File: config.mk
export PLATFORM = sky130hd
export DESIGN_NAME = ycbcr_packer
export DESIGN_NICKNAME = d
export VERILOG_FILES = /design/src/rtl/ycbcr_packer.sv
export SDC_FILE = /design/constraint.sdc
export NUM_CORES = 1
export LEC_CHECK = 0
export ABC_CLOCK_PERIOD_IN_PS = 8900
export BUFFER_PORTS_ARGS = -buffer_cell sky130_fd_sc_hd__clkbuf_2
export CAP_MARGIN = 10
export CORE_AREA = 2 2 253 255
export DETAILED_ROUTE_END_ITERATION = 8
export DIE_AREA = 0 0 255 257
export SYNTH_ARGS = -nofsm -noshare
export SYNTH_HDL_FRONTEND = slang
export SYNTH_SLANG_ARGS = --single-unit
File: constraint.sdc
create_clock -name i_clk_74M -period 8.9 [get_ports i_clk_74M]
set_input_delay 0.445 -clock i_clk_74M [delete_from_list [all_inputs] [get_ports i_clk_74M]]
set_output_delay 0.445 -clock i_clk_74M [all_outputs]
set_load 0.05 [all_outputs]
File: src/rtl/ycbcr_packer.sv
// RGB to YCbCr 4:2:2 packer: converts BT.601 full-range, pairs chroma over even/odd pixels
// and emits one 29-bit FIFO word per active pixel at a fixed latency of 3 cycles.
module ycbcr_packer #(
  parameter int          HALF = 640,
  parameter logic [10:0] YMAX = 11'd2047
) (
  input  logic        i_clk_74M,
  input  logic        i_rst,
  input  logic        i_vsync,
  input  logic        i_de,
  input  logic [7:0]  i_r,
  input  logic [7:0]  i_g,
  input  logic [7:0]  i_b,
  input  logic        fifo_full,
  output logic        fifo_write,
  output logic [28:0] o_data,
  output logic        o_overflow
);

  localparam logic [11:0] HALF_W = 12'(HALF);

  function automatic logic [7:0] clamp8(input logic signed [17:0] v);
    logic [7:0] r;
    if (v[17])             r = 8'd0;
    else if (v > 18'sd255) r = 8'hFF;
    else                   r = v[7:0];
    return r;
  endfunction

  function automatic logic [7:0] avg8(input logic [7:0] a, input logic [7:0] b);
    logic [8:0] s;
    s = {1'b0, a} + {1'b0, b};
    return s[8:1];
  endfunction

  // frame / line / pixel tracking
  logic        de_prev_q, de_prev_d;
  logic        vs_prev_q, vs_prev_d;
  logic        par_q, par_d;
  logic [10:0] line_q, line_d;
  logic [10:0] px_q, px_d;

  // input capture
  logic        in_vld_q, in_vld_d;
  logic        in_odd_q, in_odd_d;
  logic [7:0]  in_r_q, in_r_d, in_g_q, in_g_d, in_b_q, in_b_d;
  logic [12:0] in_meta_q, in_meta_d;

  // stage 1: converted pixel
  logic        s1_vld_q, s1_vld_d;
  logic        s1_odd_q, s1_odd_d;
  logic [7:0]  s1_y_q, s1_y_d, s1_cb_q, s1_cb_d, s1_cr_q, s1_cr_d;
  logic [12:0] s1_meta_q, s1_meta_d;

  // stage 2: pixel whose word is formed next
  logic        s2_vld_q, s2_vld_d;
  logic        s2_odd_q, s2_odd_d;
  logic [7:0]  s2_y_q, s2_y_d, s2_cb_q, s2_cb_d, s2_cr_q, s2_cr_d;
  logic [12:0] s2_meta_q, s2_meta_d;

  logic        ev_pend_q, ev_pend_d;
  logic [7:0]  ev_cb_q, ev_cb_d;

  logic        wr_q, wr_d;
  logic [28:0] data_q, data_d;
  logic        ovf_q, ovf_d;

  logic        vs_rise, de_rise, de_fall, par_cur, half_cur;
  logic [10:0] line_cur, px_cur;

  always_comb begin
    vs_rise  = i_vsync & ~vs_prev_q;
    de_rise  = i_de & ~de_prev_q;
    de_fall  = ~i_de & de_prev_q;
    par_cur  = par_q ^ vs_rise;
    line_cur = vs_rise ? 11'd0 : line_q;
    px_cur   = de_rise ? 11'd0 : px_q;
    half_cur = ({1'b0, px_cur} >= HALF_W);

    vs_prev_d = i_vsync;
    de_prev_d = i_de;
    par_d     = par_cur;
    line_d    = line_cur;
    if (de_fall && !vs_rise && (line_q < YMAX))
      line_d = line_q + 11'd1;
    px_d = px_q;
    if (i_de)
      px_d = (px_cur == 11'h7FF) ? px_cur : px_cur + 11'd1;

    in_vld_d  = i_de;
    in_odd_d  = px_cur[0];
    in_r_d    = i_r;
    in_g_d    = i_g;
    in_b_d    = i_b;
    in_meta_d = {par_cur, half_cur, line_cur};
  end

  logic signed [17:0] r_s, g_s, b_s, y_acc, cb_acc, cr_acc;

  always_comb begin
    r_s    = $signed({10'd0, in_r_q});
    g_s    = $signed({10'd0, in_g_q});
    b_s    = $signed({10'd0, in_b_q});
    y_acc  = 18'sd77 * r_s + 18'sd150 * g_s + 18'sd29 * b_s;
    cb_acc = 18'sd128 * b_s - 18'sd43 * r_s - 18'sd85 * g_s;
    cr_acc = 18'sd128 * r_s - 18'sd107 * g_s - 18'sd21 * b_s;

    s1_vld_d  = in_vld_q;
    s1_odd_d  = in_odd_q;
    s1_meta_d = in_meta_q;
    s1_y_d    = clamp8(y_acc >>> 8);
    s1_cb_d   = clamp8((cb_acc >>> 8) + 18'sd128);
    s1_cr_d   = clamp8((cr_acc >>> 8) + 18'sd128);

    s2_vld_d  = s1_vld_q;
    s2_odd_d  = s1_odd_q;
    s2_meta_d = s1_meta_q;
    s2_y_d    = s1_y_q;
    s2_cb_d   = s1_cb_q;
    s2_cr_d   = s1_cr_q;
  end

  logic [7:0] chroma;

  always_comb begin
    chroma    = s2_cr_q;
    ev_pend_d = ev_pend_q;
    ev_cb_d   = ev_cb_q;
    if (s2_vld_q) begin
      if (!s2_odd_q) begin
        // the odd partner sits one stage behind; a lone even keeps its own Cr
        ev_pend_d = 1'b1;
        ev_cb_d   = s2_cb_q;
        if (s1_vld_q && s1_odd_q)
          chroma = avg8(s2_cr_q, s1_cr_q);
      end else begin
        ev_pend_d = 1'b0;
        chroma    = ev_pend_q ? avg8(ev_cb_q, s2_cb_q) : s2_cb_q;
      end
    end
    wr_d   = s2_vld_q & ~fifo_full;
    data_d = wr_d ? {s2_meta_q, chroma, s2_y_q} : data_q;
    ovf_d  = ovf_q | (s2_vld_q & fifo_full);
  end

  always_ff @(posedge i_clk_74M or posedge i_rst) begin
    if (i_rst) begin
      de_prev_q <= 1'b0;
      vs_prev_q <= 1'b0;
      par_q     <= 1'b0;
      line_q    <= '0;
      px_q      <= '0;
      in_vld_q  <= 1'b0;
      in_odd_q  <= 1'b0;
      in_r_q    <= '0;
      in_g_q    <= '0;
      in_b_q    <= '0;
      in_meta_q <= '0;
      s1_vld_q  <= 1'b0;
      s1_odd_q  <= 1'b0;
      s1_y_q    <= '0;
      s1_cb_q   <= '0;
      s1_cr_q   <= '0;
      s1_meta_q <= '0;
      s2_vld_q  <= 1'b0;
      s2_odd_q  <= 1'b0;
      s2_y_q    <= '0;
      s2_cb_q   <= '0;
      s2_cr_q   <= '0;
      s2_meta_q <= '0;
      ev_pend_q <= 1'b0;
      ev_cb_q   <= '0;
      wr_q      <= 1'b0;
      data_q    <= '0;
      ovf_q     <= 1'b0;
    end else begin
      de_prev_q <= de_prev_d;
      vs_prev_q <= vs_prev_d;
      par_q     <= par_d;
      line_q    <= line_d;
      px_q      <= px_d;
      in_vld_q  <= in_vld_d;
      in_odd_q  <= in_odd_d;
      in_r_q    <= in_r_d;
      in_g_q    <= in_g_d;
      in_b_q    <= in_b_d;
      in_meta_q <= in_meta_d;
      s1_vld_q  <= s1_vld_d;
      s1_odd_q  <= s1_odd_d;
      s1_y_q    <= s1_y_d;
      s1_cb_q   <= s1_cb_d;
      s1_cr_q   <= s1_cr_d;
      s1_meta_q <= s1_meta_d;
      s2_vld_q  <= s2_vld_d;
      s2_odd_q  <= s2_odd_d;
      s2_y_q    <= s2_y_d;
      s2_cb_q   <= s2_cb_d;
      s2_cr_q   <= s2_cr_d;
      s2_meta_q <= s2_meta_d;
      ev_pend_q <= ev_pend_d;
      ev_cb_q   <= ev_cb_d;
      wr_q      <= wr_d;
      data_q    <= data_d;
      ovf_q     <= ovf_d;
    end
  end

  assign fifo_write = wr_q;
  assign o_data     = data_q;
  assign o_overflow = ovf_q;

endmodule

==> summary.log <==
INFO  logic_synthesis synthesis.instances=1490
INFO  critical_path  rr_endpoint=s1_cb_q[5]
INFO  grt            wire_length_of_the_first_global_routing_pass=55270um
INFO  logic_synthesis synthDistinctLibCells=72
INFO  clock_tree     tritoncts=done
INFO  final_layout   final.fill_count=6551
INFO  die            die-area=0.06554mm2
INFO  grt            grt_use_total=0.1071
INFO  placed_design  placed_cells=2377
INFO  die            placementRows=92
INFO  logic_synthesis yosysWarningCount=0
INFO  clock_tree     cts.reportedPaths.clkPinSlew=0.07ns
INFO  logic_synthesis seq_area_frac_synth=0.3025
INFO  outcome        status=finished, final reports clean
INFO  final_layout   syn2layout_area_growth=12.81%
INFO  routing        via_per_inst=4.273
INFO  clock_tree     clk-insertion-delay-late=0.45ns
INFO  routing        dr.first_iter.drc_count=525
INFO  routing        dr_total_vias=10300
INFO  final_layout   post_route_cells_drive_above_1_share=0.07230
INFO  critical_path  cp.required=9.26ns
INFO  worst_hold_path worst_hold_path_class=primary input to asynchronous set/reset pin
INFO  critical_path  criticalPathCategory=flip-flop to flip-flop
INFO  die            fp.coreArea=0.06274mm2
INFO  die            die_height=257um
INFO  clock_tree     cts_made_buffers=17
INFO  logic_synthesis synth-edff-count=0
INFO  grt            grt_start_max_net_pins=96
INFO  clock_tree     htree_num_levels=4
INFO  critical_path  crit_path_start_kind=flip-flop
INFO  logic_synthesis synth.avg_cell_area=9.993um2
INFO  logic_synthesis synth_seq_cells=180
INFO  logic_synthesis synth_nets=1875
INFO  sta            timing.final.max_slew_violations=0
INFO  clock_tree     ctsRootBufferMaster=sky130_fd_sc_hd__clkbuf_16
INFO  clock_tree     hold_buffers=0
INFO  critical_path  setup.reg_to_reg.worst_slack=2.25ns
INFO  final_layout   final_nets=1935
INFO  clock_tree     number_of_buffers_added_for_setup_after_cts=0
INFO  logic_synthesis syn-cell-area=0.01489mm2
INFO  routing        ant_nets=0
INFO  logic_synthesis synth-async-reset-ratio=1.000
INFO  critical_path  worstReg2RegStart=in_r_q[6]
INFO  sta            final.setup_skew=0.007270ns
INFO  die            num_io_pins=60
INFO  placed_design  port_buffers=59
INFO  placed_design  hpwl=27340um
INFO  sta            timing.setup.tns=0ns
INFO  run            max_capacitance_violation_count=0
INFO  critical_path  worstRegToRegCells=23
INFO  sta            final.period_utilization=0.7469
INFO  logic_synthesis ys_dominant_reg_cell=sky130_fd_sc_hd__dfrtp_1
INFO  die            initial_core_utilization=0.2373
INFO  routing        wire_per_inst=13.89um
INFO  routing        detail_route.drc_violations=0
INFO  grt            globalRoute.totalOverflow=0
INFO  clock_tree     numClockSinks=180
INFO  sta            timing.max_slew.rel_slack=0.3052
INFO  final_layout   final_util=0.2677
INFO  sta            timing.final.setup_violations=0
INFO  final_layout   number_of_non_filler_instances_in_the_completed_layout=2410
INFO  grt            first_global_vias=10760
INFO  placed_design  gp_routability_congestion=0.8497
INFO  sta            tightestPinTransition=1.042ns
INFO  sta            fmax=150.4MHz
INFO  critical_path  timing.critical_path.arrival=7.00ns
INFO  sta            finalWorstPathRequiredPeriod=6.647ns
INFO  sta            grt_setup_unrepaired=false
INFO  critical_path  endpoint_kind=flip-flop
INFO  critical_path  critical_path_peak_fanout=15
INFO  die            die_w=255um
INFO  routing        route.final.wire_length=33470um
INFO  clock_tree     postCtsResizedCells=0
INFO  clock_tree     clk_path_buf_depth=2
INFO  routing        drt-pass1-iter-count=5
INFO  grt            number_of_antenna_violations_at_the_first_check_in_global_routing=0
INFO  sta            report.final.hold_viol_count=0
==> critical path, stage by stage (launching register included) <==
cell	delay (ns)
sky130_fd_sc_hd__dfrtp_1	0.57
sky130_fd_sc_hd__ha_1	0.38
sky130_fd_sc_hd__inv_1	0.05
sky130_fd_sc_hd__fa_1	0.50
sky130_fd_sc_hd__fa_1	0.55
sky130_fd_sc_hd__inv_1	0.05
sky130_fd_sc_hd__fa_1	0.50
sky130_fd_sc_hd__inv_1	0.04
sky130_fd_sc_hd__ha_1	0.31
sky130_fd_sc_hd__o21a_1	0.11
sky130_fd_sc_hd__o31a_1	0.12
sky130_fd_sc_hd__a21oi_1	0.34
sky130_fd_sc_hd__ha_1	0.20
sky130_fd_sc_hd__o21a_1	0.11
sky130_fd_sc_hd__nor2_1	0.05
sky130_fd_sc_hd__or4_1	0.57
sky130_fd_sc_hd__nand2_1	0.16
sky130_fd_sc_hd__o211ai_1	0.25
sky130_fd_sc_hd__o21ai_1	0.32
sky130_fd_sc_hd__nand2_1	0.10
sky130_fd_sc_hd__ha_1	0.48
sky130_fd_sc_hd__nor4b_1	0.23
sky130_fd_sc_hd__a311o_1	0.32
sky130_fd_sc_hd__a311oi_1	0.23
==> cells in the final DEF (no fill, tap or decap), types with 20 or more instances in the layout <==
master,count
sky130_fd_sc_hd__o21a_1,23
sky130_fd_sc_hd__nand3_1,22
sky130_fd_sc_hd__xnor2_1,49
sky130_fd_sc_hd__clkbuf_2,59
sky130_fd_sc_hd__a21oi_1,60
sky130_fd_sc_hd__xor2_1,30
sky130_fd_sc_hd__nand2_1,141
sky130_fd_sc_hd__inv_1,260
sky130_fd_sc_hd__o21ai_0,59
sky130_fd_sc_hd__a21o_1,20
sky130_fd_sc_hd__nor2_1,58
sky130_fd_sc_hd__dfrtp_1,180
sky130_fd_sc_hd__ha_1,250
sky130_fd_sc_hd__fa_1,106
==> state kept, by name, summed over array words and instances, names as in the netlist, 8 cells and up <==
name	count
in_meta_q	13
o_data	29
line_q	11
s2_meta_q	13
s1_y_q	8
s1_cb_q	8
in_r_q	8
s2_cb_q	8
s1_meta_q	13
s2_cr_q	8
s2_y_q	8
s1_cr_q	8
ev_cb_q	8
in_b_q	8
in_g_q	8
px_q	11
==> how the worst max path moves through the flow <==
stage,from,end,slack (ns),cells after the start
after floorplan,in_g_q[6],s1_y_q[7],2.74,23
after global placement,in_r_q[6],s1_cb_q[5],2.39,23
after detailed placement,in_r_q[6],s1_cb_q[5],2.25,23
after CTS,in_r_q[6],s1_cb_q[5],2.23,23
after global routing,in_r_q[6],s1_cb_q[5],1.95,23
final,in_r_q[6],s1_cb_q[5],2.25,23
==> synth_stat cells, drive strengths merged, types with 6 or more instances <==
cell | instances | area, um2
and3 | 6 | 37.54
o21ai | 61 | 305.3
nor2b | 10 | 62.56
nand2b | 19 | 118.9
inv | 261 | 979.7
clkbuf | 17 | 63.81
xor2 | 30 | 262.8
nor2 | 58 | 217.7
nor3 | 18 | 90.09
a21o | 20 | 150.1
o21bai | 7 | 63.81
a21oi | 62 | 325.3
o211ai | 6 | 45.04
a211oi | 8 | 60.06
nand2 | 141 | 529.3
xnor2 | 49 | 429.2
dfrtp | 180 | 4504
o311ai | 7 | 61.31
nand4 | 6 | 37.54
fa | 106 | 2122
ha | 250 | 3128
mux2i | 9 | 90.09
nand3 | 22 | 110.1
a31oi | 11 | 68.82
o21a | 23 | 172.7
mux2 | 8 | 90.09
and2 | 15 | 93.84
==> area by class of cell <==
type,count,area (um2),area share
clock buffer,18,439.2,0.02615
antenna,1,2.502,0.0001490
inverter,262,991.0,0.05900
clock inverter,14,167.7,0.009982
timing repair buffer,62,317.8,0.01892
tap,846,1059,0.06302
sequential,180,4504,0.2682
multi-input combinational,1027,9315,0.5546
==> cells by family after synthesis <==
| kind of cell | synth area share |
|---|---|
| simple gates | 0.1035 |
| flops | 0.3025 |
| mux | 0.01210 |
| buf+inv | 0.07185 |
| xor+xnor | 0.04647 |
| compound gates | 0.1095 |
| fa+ha+maj | 0.3540 |
==> layer usage <==
metal  track usage  wire (um)
met3       0.01740       1009
met1        0.1366      15420
met4       0.03655        754
met2        0.1824      16290
met5             0          0
==> stage by stage <==
step | setup WS, ns | hold slack, ns | instance area (um2)
after floorplan | 2.739 | 0.3312 | 14890
after global placement | 2.391 | 0.3320 | 16190
after detailed placement | 2.248 | 0.3347 | 16190
after CTS | 2.228 | 0.06386 | 16790
after global routing | 1.952 | 0.07183 | 16790
final | 2.253 | 0.09223 | 16800
Power is not shown: default switching activity piles up to over one toggle a cycle in this logic, so the estimate is an artifact.
